===== config.mk =====
export PLATFORM = sky130hd
export DESIGN_NAME = magnitude_power_estimator
export DESIGN_NICKNAME = d
export VERILOG_FILES = /design/src/rtl/magnitude_power_estimator.sv
export SDC_FILE = /design/constraint.sdc
export NUM_CORES = 1
export LEC_CHECK = 0
export CAP_MARGIN = 25
export CORE_ASPECT_RATIO = 0.7
export CORE_UTILIZATION = 57
export CTS_CLUSTER_SIZE = 14
export DETAILED_ROUTE_END_ITERATION = 8
export PLACE_DENSITY_LB_ADDON = 0.25
export SETUP_SLACK_MARGIN = 0.05
export SYNTH_ARGS = -nofsm -noshare
export SYNTH_HDL_FRONTEND = slang
export SYNTH_SLANG_ARGS = --single-unit

===== constraint.sdc =====
create_clock -name clk -period 8.5 [get_ports clk]
set_input_delay 1.7 -clock clk [delete_from_list [all_inputs] [get_ports clk]]
set_output_delay 1.7 -clock clk [all_outputs]
set_load 0.03 [all_outputs]

===== src/rtl/magnitude_power_estimator.sv =====
// rtl/magnitude_power_estimator.sv - windowed mean-magnitude slicer reference and mapper power estimator
// Optional feature macro: MAG_EST_DC_OFFSET_EN (adds per-channel dc_offset output)
module magnitude_power_estimator #(
    parameter int          DATA_WIDTH = 18,
    parameter int          NUM_CH     = 1,
    parameter int          LOG2_N     = 20,
    parameter logic [3:0]  P_AVE_MULT = 4'd5
) (
    input  logic                              clk,
    input  logic                              reset,
    input  logic                              sym_clk_ena,
    input  logic                              restart,
    input  logic [NUM_CH*DATA_WIDTH-1:0]      decision_variable,
    output logic signed [DATA_WIDTH-1:0]      reference_level,
    output logic signed [2*DATA_WIDTH+3:0]    mapper_out_power,
    output logic                              est_valid,
`ifdef MAG_EST_DC_OFFSET_EN
    output logic [NUM_CH*DATA_WIDTH-1:0]      dc_offset,
`endif
    output logic [7:0]                        window_count
);

    localparam int MAG_W = DATA_WIDTH - 1;
    localparam int ACC_W = MAG_W + LOG2_N + NUM_CH - 1;
    localparam int SQ_W  = 2 * DATA_WIDTH;
    localparam int PWR_W = 2 * DATA_WIDTH + 4;

    localparam logic [MAG_W-1:0]  MAG_ONE = MAG_W'(1);
    localparam logic [LOG2_N-1:0] CNT_ONE = LOG2_N'(1);

    logic [NUM_CH*MAG_W-1:0] mags_flat;
    logic [ACC_W-1:0]        mag_sum;
    logic [ACC_W-1:0]        acc_next;
    logic                    last_sym;
    logic                    take_sample;
    logic                    terminal;

    logic [ACC_W-1:0]             acc_q,   acc_d;
    logic [LOG2_N-1:0]            cnt_q,   cnt_d;
    logic signed [DATA_WIDTH-1:0] ref_q,   ref_d;
    logic                         pend_q,  pend_d;
    logic signed [PWR_W-1:0]      pwr_q,   pwr_d;
    logic                         valid_q, valid_d;
    logic [7:0]                   wcnt_q,  wcnt_d;

    logic signed [SQ_W-1:0]  ref_sx;
    logic signed [SQ_W-1:0]  ref_sq;
    logic signed [PWR_W-1:0] sq_sx;
    logic signed [PWR_W-1:0] k_sx;
    logic signed [PWR_W-1:0] pwr_full;

    // Per-channel magnitude; the most negative code saturates to the largest positive magnitude
    for (genvar ch = 0; ch < NUM_CH; ch++) begin : g_mag
        logic [DATA_WIDTH-1:0] x;
        logic [MAG_W-1:0]      mag;
        assign x = decision_variable[ch*DATA_WIDTH +: DATA_WIDTH];

        // Two's complement absolute value with saturation of the minimum code
        always_comb begin
            if (!x[DATA_WIDTH-1]) begin
                mag = x[MAG_W-1:0];
            end else if (x[MAG_W-1:0] == '0) begin
                mag = '1;
            end else begin
                mag = ~x[MAG_W-1:0] + MAG_ONE;
            end
        end

        assign mags_flat[ch*MAG_W +: MAG_W] = mag;
    end

    // Sum of all channel magnitudes for the current symbol
    always_comb begin
        mag_sum = '0;
        for (int ch = 0; ch < NUM_CH; ch++) begin
            mag_sum = mag_sum + ACC_W'(mags_flat[ch*MAG_W +: MAG_W]);
        end
    end

    assign acc_next    = acc_q + mag_sum;
    assign last_sym    = &cnt_q;
    assign take_sample = sym_clk_ena && !restart;
    assign terminal    = take_sample && last_sym;

    // Power = P_AVE_MULT * reference_level^2, full precision (2s34 * 2s2 -> 4s36)
    assign ref_sx   = {{DATA_WIDTH{ref_q[DATA_WIDTH-1]}}, ref_q};
    assign ref_sq   = ref_sx * ref_sx;
    assign sq_sx    = {{4{ref_sq[SQ_W-1]}}, ref_sq};
    assign k_sx     = {{SQ_W{P_AVE_MULT[3]}}, P_AVE_MULT};
    assign pwr_full = sq_sx * k_sx;

    // Next-state: window accumulation, terminal capture, and the one-cycle-later power stage
    always_comb begin
        acc_d   = acc_q;
        cnt_d   = cnt_q;
        ref_d   = ref_q;
        pend_d  = 1'b0;
        pwr_d   = pwr_q;
        valid_d = 1'b0;
        wcnt_d  = wcnt_q;

        // The pending power update is independent of restart
        if (pend_q) begin
            pwr_d   = pwr_full;
            valid_d = 1'b1;
            wcnt_d  = wcnt_q + 8'd1;
        end

        if (restart) begin
            acc_d = '0;
            cnt_d = '0;
        end else if (sym_clk_ena) begin
            if (last_sym) begin
                acc_d  = '0;
                cnt_d  = '0;
                // Top MAG_W bits of the window sum are the mean magnitude
                ref_d  = {1'b0, acc_next[ACC_W-1 -: MAG_W]};
                pend_d = 1'b1;
            end else begin
                acc_d = acc_next;
                cnt_d = cnt_q + CNT_ONE;
            end
        end
    end

    // State registers with synchronous active-high reset
    always_ff @(posedge clk) begin
        if (reset) begin
            acc_q   <= '0;
            cnt_q   <= '0;
            ref_q   <= '0;
            pend_q  <= 1'b0;
            pwr_q   <= '0;
            valid_q <= 1'b0;
            wcnt_q  <= '0;
        end else begin
            acc_q   <= acc_d;
            cnt_q   <= cnt_d;
            ref_q   <= ref_d;
            pend_q  <= pend_d;
            pwr_q   <= pwr_d;
            valid_q <= valid_d;
            wcnt_q  <= wcnt_d;
        end
    end

`ifdef MAG_EST_DC_OFFSET_EN
    localparam int DC_W = DATA_WIDTH + LOG2_N;

    logic [NUM_CH-1:0][DC_W-1:0]       dc_acc_q, dc_acc_d;
    logic [NUM_CH-1:0][DATA_WIDTH-1:0] dc_q,     dc_d;

    // Per-channel signed sum of raw samples; mean taken by arithmetic shift at the terminal sample
    always_comb begin
        dc_acc_d = dc_acc_q;
        dc_d     = dc_q;
        for (int ch = 0; ch < NUM_CH; ch++) begin
            logic [DC_W-1:0] dc_next;
            dc_next = dc_acc_q[ch]
                    + DC_W'($signed(decision_variable[ch*DATA_WIDTH +: DATA_WIDTH]));
            if (restart) begin
                dc_acc_d[ch] = '0;
            end else if (sym_clk_ena) begin
                if (last_sym) begin
                    dc_acc_d[ch] = '0;
                    dc_d[ch]     = dc_next[DC_W-1 -: DATA_WIDTH];
                end else begin
                    dc_acc_d[ch] = dc_next;
                end
            end
        end
    end

    // DC offset registers share the main reset
    always_ff @(posedge clk) begin
        if (reset) begin
            dc_acc_q <= '0;
            dc_q     <= '0;
        end else begin
            dc_acc_q <= dc_acc_d;
            dc_q     <= dc_d;
        end
    end

    assign dc_offset = dc_q;
`endif

    assign reference_level  = ref_q;
    assign mapper_out_power = pwr_q;
    assign est_valid        = valid_q;
    assign window_count     = wcnt_q;

endmodule


### Word-level counts from Yosys, hierarchy flattened

Cells that the tools add are included.

| storage, ports and cells | value |
|---|---|
| flip-flop bits (word level) | 124 |
| input port bits | 22 |
| word-level logic and storage cells | 27 |

| cells by class | value |
|---|---|
| add/sub/neg operators | 4 |
| multiply operators | 2 |
| multiplexer cells | 6 |
| bitwise operators | 3 |
| reductions and logical operators | 5 |

Operator list:

| operator | number |
|---|---|
| adder 37 x 17 -> 37 bit | 1 |
| multiplier 34 x 3 -> 37 bit (second input constant) | 1 |
| two-way mux 37 bit | 1 |
| multiplier 17 x 17 -> 34 bit | 1 |
| two-way mux 17 bit | 2 |
| AND reduction 22 bit | 1 |
| adder 20 x 1 -> 20 bit (second input constant) | 1 |
| two-way mux 20 bit | 1 |
| AND reduction 20 bit | 1 |
| adder 17 x 1 -> 17 bit (second input constant) | 1 |
| zero test 17 bit | 1 |
| inverter 17 bit | 1 |
| adder 8 x 1 -> 8 bit (second input constant) | 1 |
| OR reduction 3 bit | 1 |
| two-way mux 1 bit | 2 |
| inverter 1 bit | 2 |
| OR reduction 2 bit | 1 |

### Depth between registers and ports, before layout

Gate-level depths: netlist of the first run.

| logic depth | value |
|---|---|
| depth after elaboration | 6 |
| mapped depth | 39 |
| gate-level depth less buffers | 36 |

### Worst setup path after synthesis of the first run

OpenSTA, ideal clock, no wires.

| path | value |
|---|---|
| path type | register -> register |
| start | reg ref_q[7] (netlist: reference_level[7]) |
| end | reg pwr_q[34] (netlist: mapper_out_power[34]) |
| arrival time | 8835 ps |
| data required time | 8356 ps |
| slack | -478 ps |
| stages on the path, launching flop included | 36 |
| path buffers | 3 |
| clock period less this slack | 8978 ps |
| cells stage by stage | dfxtp_1 -> clkbuf_1 -> clkbuf_1 -> nand2_1 -> fa_1 -> fa_1 -> inv_1 -> ha_1 -> fa_1 -> fa_1 -> inv_1 -> fa_1 -> inv_1 -> ha_1 -> nand3_1 -> nor4_1 -> nor2_1 -> nor2b_1 -> o21ai_0 -> a21o_1 -> a21oi_1 -> o21ai_0 -> o41ai_1 -> xnor2_1 -> ha_1 -> ha_1 -> clkbuf_1 -> a21o_1 -> a21o_1 -> a211o_1 -> a221o_1 -> a41o_1 -> a2111oi_0 -> nor3_1 -> mux2i_1 -> o311ai_0 |

| on the way | value |
|---|---|
| longest elaborated chain between the ends | 2 |

Ends and longest elaborated chain:

| element | RTL line | source |
|---|---|---|
| from (decl) | 40 | `logic signed [DATA_WIDTH-1:0] ref_q, ref_d;` |
| from (signal assigned) | 139 | `ref_q <= ref_d;` |
| multiplier 17 x 17 -> 34 bit | 87 | `assign ref_sq = ref_sx * ref_sx;` |
| multiplier 34 x 3 -> 37 bit | 90 | `assign pwr_full = sq_sx * k_sx;` |
| to (signal assigned) | 141 | `pwr_q <= pwr_d;` |
| to (decl) | 42 | `logic signed [PWR_W-1:0] pwr_q, pwr_d;` |

Every way passes these cells.
A chain may end at the register's enable or synchronous reset.

### Final worst setup path of the first run

| path | value |
|---|---|
| start | reg ref_q[6] (netlist: reference_level[6]) |
| end | reg pwr_q[36] (netlist: mapper_out_power[36]) |

Same word-level chain as after synthesis.

==> results of run 1 <==
metal layers:
layer  up-vias  GRT usage [%]  share of wire, %
met5         -              0                 0
met1      6626           41.9                48
met2       446           43.2                44
met4         0           5.34               1.3
li1       6570              -                 -
met3        41           6.02               7.1
cell families after synthesis:
kind of cell	synth area share, %
compound gates	12.6
xor+xnor	6.27
flops	14.8
buf+inv	9.10
fa+ha+maj	38.6
mux	1.61
simple gates	17.0
other cells	0.0231
synthesized netlist by cell type (13+ instances only):
cell type,instances
nor3_1,17
or3_1,29
fa_1,193
o21ai_0,75
xnor2_1,75
o21bai_1,14
and3_1,17
nand2b_1,14
nor2_1,157
dfxtp_1,120
a211oi_1,29
nand4_1,13
clkbuf_1,67
a22oi_1,15
a31oi_1,20
xor2_1,41
a21oi_1,89
and2_1,66
ha_1,191
a21o_1,18
nor2b_1,13
nand2_1,166
nand3_1,40
inv_1,307
mux2i_1,25
worst reg2reg max path: cells and delay by family (launching register included):
family	cells	cell delay, ns
buffers and inverters	6	0.51
AOI/OAI and AO/OA	14	2.51
and+or+nand+nor	5	0.79
adders and majority gates	9	3.61
DFF	1	0.39
xor gates and xnor gates	1	0.25
how the worst max path moves through the flow:
stage	cells past startpoint	to	slack, ns	start
floorplan	35	mapper_out_power[34]	0.05	reference_level[7]
global placement	28	mapper_out_power[34]	-0.21	reference_level[5]
detailed placement	34	mapper_out_power[34]	-0.19	reference_level[3]
CTS	31	mapper_out_power[34]	0.06	reference_level[11]
global route	33	mapper_out_power[36]	-0.02	reference_level[6]
finish	35	mapper_out_power[36]	0.33	reference_level[6]
layout by cell type (no fill, tap or decap), drive strengths merged, types with 41 or more instances in the layout:
cell type and instances:
o21ai 86, xor2 41, a21oi 89, and2 66, nor2 157, ha 191, inv 309, nand2 166
xnor2 75, buf 98, clkdlybuf4s50 82, fa 193, dfxtp 120
flip-flops by register name, summed over array words and instances, names as in the netlist:
| signal | cells |
|---|---|
| est_valid | 1 |
| acc_q | 37 |
| reference_level | 17 |
| mapper_out_power | 36 |
| pend_q | 1 |
| cnt_q | 20 |
| window_count | 8 |
power by group through the flow:
| stage | clock [mW] | combinational [mW] | sequential (mW) |
|---|---|---|---|
| floorplan | 0 | 0.0752 | 0.581 |
| global placement | 0 | 0.0992 | 0.581 |
| detailed placement | 0 | 0.102 | 0.581 |
| CTS | 0.738 | 0.103 | 0.568 |
| global route | 0.762 | 0.116 | 0.566 |
| finish | 0.728 | 0.104 | 0.566 |
area by class of cell:
class / instances / area, um^2
Sequential cell: 120 / 2450
Tap cell: 371 / 464
Multi-Input combinational cell: 1428 / 12800
Inverter: 308 / 1160
Timing Repair Buffer: 180 / 1580
Clock buffer: 18 / 429
Clock inverter: 14 / 150
Fill cell: 2234 / 8850
stage by stage:
step                cell area (um^2)  utilization (%)  power (mW)
floorplan                      16300                -       0.656
global placement               17800             63.8       0.680
detailed placement             17800             63.8       0.684
CTS                            18400             66.1        1.41
global route                   19000             68.3        1.44
finish                         19000             68.3        1.40
timing repair:
item | 4_1_cts | 5_1_grt
pin swaps | 2 | 36
endpoints found under the setup margin | 6 | 13
resized for setup | 15 | 99
hold buffers | 0 | 0
buffers inserted | 1 | 22
==> metrics, run 1 <==
Inst Count DP between 2000 and 2500; Placement Setup Slack -0.188 ns; die extent in x ~200 um; Gate power share 7.5%; initial antenna violation count 0; cell count after synthesis approximately 1900; max-cap viol count 0; Synth cell types between 60 and 70; synth warn 0; Antenna Violating Nets Remaining 0; post-synth top area share between 20% and 30%; sw power roughly 0.36 mW; drc violations 0; largest net degree at the start of global routing 74; post-synthesis async set-or-reset flop share 0%; Hold Path Class reg -> reg; # IOs between 80 and 90; Final Hold Fails 0; Switching Fraction about 26%; clock-pin slew on the worst setup and hold paths approximately 0.060 ns; clock sinks 120; Critical Path Fanout Max 7; run status completed; capturing point of the worst reg2reg path mapper_out_power[36]; grt ovf 0; slowest CP cell fa_1; post-route setup TNS 0 ns; crit share post-route between 90 and 100%; root buffer cell clkbuf_16; drt initial violations 966; max_slew headroom around 30%; vias per cell around 5.6; die span in y approximately 140 um; WHS ~0.47 ns; R2R depth 35; ys flop type dfxtp_1; Pre-antenna DRT Iters 5; clk_lat worst skew 0.43 ns; reg-to-reg startpoint reference_level[6]; fin cells ~2400; nature of the critical path startpoint flop; Seq/Total Area, Yosys between 10% and 20%; internal cell power around 1.0 mW; global-route wire length before repair about 66000 um; fin crit period 8.17 ns; Post-synth EDFFs 0; hold depth 2; hpwl dp between 30000 and 40000 um; worst clock skew 0.00947 ns; Syn Std Cell Area 16200 um^2; via count of the first global-routing pass approximately 13000; FMAX 122 MHz; CTS Buffer Depth 2; CTS tree built; Crit path buffers/inverters 6; sequential power share approximately 41%; Detailed Route WL between 40000 and 50000 um; die area 29100 um^2; worst path arrival time 8.48 ns; hold wc startpoint acc_q[16]; LEAKAGE around 9.2 nW; CP Class reg -> reg; gr usage total 28.5%; detailed-route via count 13700; GPL Wtd Cong around 0.95; Crit. End Element flop; CP Data Required Time between 8 and 9 ns; share of layout cells above drive strength 1 around 11%; IO buf count 83; maximum VDD drop 138 uV; largest cells by area after synthesis fa_1, dfxtp_1, ha_1; R2R setup slack approximately 0.33 ns; Power Density around 73 nW/um^2; core region area 27900 um^2; CTS Buf Count 17; average size of a mapped cell 8.41 um^2; CP peak stage delay about 0.54 ns; Final Max Slew Viols 0; fin nets 2461; ant diodes 0; Crit path max-delay family adder cells; Worst Tran Pin Value between 1 and 1.5 ns; row count 51; Worst Hold End acc_q[16]; post-synth top area cell fa_1; Final setup viols 0; initial core utilization around three fifths; H-tree Lvls 4; Synth-to-Final Area Change 17.4%; Clock Power Share between 50% and 60%; WL/cell 17.0 um; final worst slack between 0.3 and 0.4 ns; synthesis-stage register bit count 120
(Power assumes the default switching activity.)
==> inputs of run 2 (changes only) <==
==> constraint.sdc (replaced) <==
create_clock -name clk -period 7 [get_ports clk]
set_input_delay 1.4 -clock clk [delete_from_list [all_inputs] [get_ports clk]]
set_output_delay 1.4 -clock clk [all_outputs]
set_load 0.03 [all_outputs]
==> run 2 against run 1 <==
The run now ends with setup timing left. Wire length grew 35%. Design area grew 19%. Setup slack lost 1.7 ns. Clock skew grew 0.0061 ns. Clock power grew 17%. Sequential share of layout area shrank 2.0 points. Critical path depth shrank 2. Critical path type unchanged. Highest routed layer is now met5.
==> metrics, run 2 (synthesized netlist as in run 1, its figures left out) <==
worst clock skew 0.0156 ns (+0.00608 ns); global-route wire length before repair 75700 um (+15%); clock sinks 120 (unchanged); commonest cells after routing, fill and taps aside buf_4, inv_1, fa_1; drc violations 0 (unchanged); grt ovf 0 (unchanged); detailed-route via count 16500 (+21%); fillcell total 1460 (-35%); Crit. End Element flop; Antenna Violating Nets Remaining 0 (unchanged); die extent in x 204 um (unchanged); Biggest register acc_q; Final Max Slew Viols 0 (unchanged); max-cap viol count 0 (unchanged); CP peak stage delay 0.58 ns (+0.04 ns); run status finished, violations left; LEAKAGE 10.8 nW (+18%); maximum VDD drop 176 uV (+27%); RSZ-0062 raised after global routing true; die area 29100 um^2 (unchanged); Synth-to-Final Area Change 39.8%; # IOs 89 (unchanged); gr usage total 32.7% (+4.2 points); vias per cell 6.06 (+8.1%); WHS 0.468 ns (+0.000614 ns); Hold Path Class reg -> reg; slowest CP cell fa_1; CP Data Required Time 7.26 ns (-1.54 ns); Power Density 75.2 nW/um^2 (+2.4%); Crit path max-delay family adder cells; Pre-antenna DRT Iters 6 (+1); drt initial violations 1640 (+70%); Final Hold Fails 0 (unchanged); largest net degree at the start of global routing 74 (unchanged); most common cell after layout, fill and taps aside buf_4; clk_lat worst skew 0.45 ns (+0.02 ns); crit share post-route 119% (+23 points); nature of the critical path startpoint flop; Critical Path Fanout Max 5 (-2); hpwl dp 33500 um (+2.5%); row count 51 (unchanged); fin nets 2743 (+11%); CTS tree built; number of flip-flops in the largest register 37 (unchanged); Final setup viols 19 (+19); share of layout cells above drive strength 1 31.2% (+20 points); via count of the first global-routing pass 15500 (+18%); Hold Buf Count CTS 0 (unchanged); initial core utilization 58.1% (unchanged); CTS Buffer Depth 2 (unchanged); initial antenna violation count 1 (+1); Crit path buffers/inverters 8 (+2); Detailed Route WL 56300 um (+35%); WL/cell 20.7 um (+21%); failing checks setup timing; Core Util, Final 81.3% (+13 points); H-tree Lvls 4 (unchanged); core region area 27900 um^2 (unchanged); fin crit period 8.34 ns (+0.162 ns); worst path arrival time 8.60 ns (+0.12 ns); GPL Wtd Cong 0.941 (-0.62%); max_slew headroom 22.6% (-7.4 points); CP Class reg -> reg; ant diodes 0 (unchanged); IO buf count 83 (unchanged); FMAX 120 MHz (-1.9%); clock-pin slew on the worst setup and hold paths 0.06 ns (about the same); CTS Buf Count 17 (unchanged); Worst Tran Pin Value 1.15 ns (+0.106 ns); final worst slack -1.34 ns (-1.66 ns); die span in y 143 um (unchanged); root buffer cell clkbuf_16
==> run 2: cell count changes in the layout (fill, tap and decap cells not counted), sizes merged <==
cell,delta
clkdlybuf4s50,-4
dlymetal6s2s,+2
clkbuf,+1
bufinv,-2
inv,+2
buf,+284
clkinv,-2
==> run 2: area by class of cell <==
cell class / instances / area, um^2 / share of cell area [%]
multi-input combinational: 1428 / 14100 / 62.2
timing repair buffer: 462 / 3930 / 17.4
sequential: 120 / 2460 / 10.8
inverter: 308 / 1170 / 5.16
tap: 371 / 464 / 2.05
clock buffer: 19 / 443 / 1.95
clock inverter: 12 / 93.8 / 0.414
==> run 2: metal layers <==
| metal | wire length (um) | GRT usage, % | vias to the layer above |
|---|---|---|---|
| li1 | - | - | 7141 |
| met1 | 21000 | 43.0 | 7945 |
| met2 | 26000 | 54.9 | 1048 |
| met3 | 5730 | 5.04 | 357 |
| met4 | 3570 | 11.4 | 2 |
| met5 | 13 | 0 | - |
==> run 2: power breakdown <==
group	leakage [nW]	switching (mW)	internal, mW
registers	0.981	0.00362	0.682
clock network	0.257	0.386	0.464
logic	9.58	0.0977	0.0710
==> run 2: through the flow <==
| step | power (mW) | setup slack (ns) | setup TNS (ns) | cell area, um^2 | std cells |
|---|---|---|---|---|---|
| 2_1_floorplan | 0.792 | -0.851 | -5.96 | 16800 | 1933 |
| 3_3_place_gp | 0.840 | -0.886 | -22.89 | 19900 | 2608 |
| 3_5_place_dp | 0.846 | -1.09 | -29.31 | 19900 | 2608 |
| 4_1_cts | 1.68 | -0.881 | -7.93 | 21500 | 2690 |
| 5_1_grt | 1.74 | -1.50 | -20.16 | 22700 | 2720 |
| 6_report | 1.70 | -1.34 | -16.53 | 22700 | 2720 |
==> run 2: worst reg2reg max path: cells and delay by family (launching register included) <==
| kind | cells | cell delay (ns) |
|---|---|---|
| adders and majority gates | 9 | 3.86 |
| AOI/OAI and AO/OA | 10 | 1.82 |
| and+or+nand+nor | 5 | 1.02 |
| buffers and inverters | 8 | 0.88 |
| DFF | 1 | 0.39 |
| muxes | 1 | 0.18 |
==> run 2: final timing paths <==
kind,startpoint,to,slack (ns),cells after the start
max,reference_level[9],mapper_out_power[32],-1.34,33
min,mapper_out_power[36],mapper_out_power[36],0.47,2
max reg2reg,reference_level[9],mapper_out_power[32],-1.34,33
min reg2reg,mapper_out_power[36],mapper_out_power[36],0.47,2
==> run 2: what timing repair did <==
item                                   4_1_cts  5_1_grt
pin swaps                                  105      156
endpoints found under the hold margin        0        0
buffers inserted                            51       33
setup endpoints to repair                   45       60
gates resized for setup                    180      195
==> inputs of run 3 (changes only) <==
--- a/config.mk
+++ b/config.mk
@@ -8,6 +8,7 @@
 export CAP_MARGIN = 25
 export CORE_ASPECT_RATIO = 0.7
 export CORE_UTILIZATION = 57
+export CTS_CLUSTER_DIAMETER = 150
 export CTS_CLUSTER_SIZE = 14
 export DETAILED_ROUTE_END_ITERATION = 8
 export PLACE_DENSITY_LB_ADDON = 0.25
==> results of run 3 <==
Same layout as run 2: the final DEF is identical, and so are final timing and power.
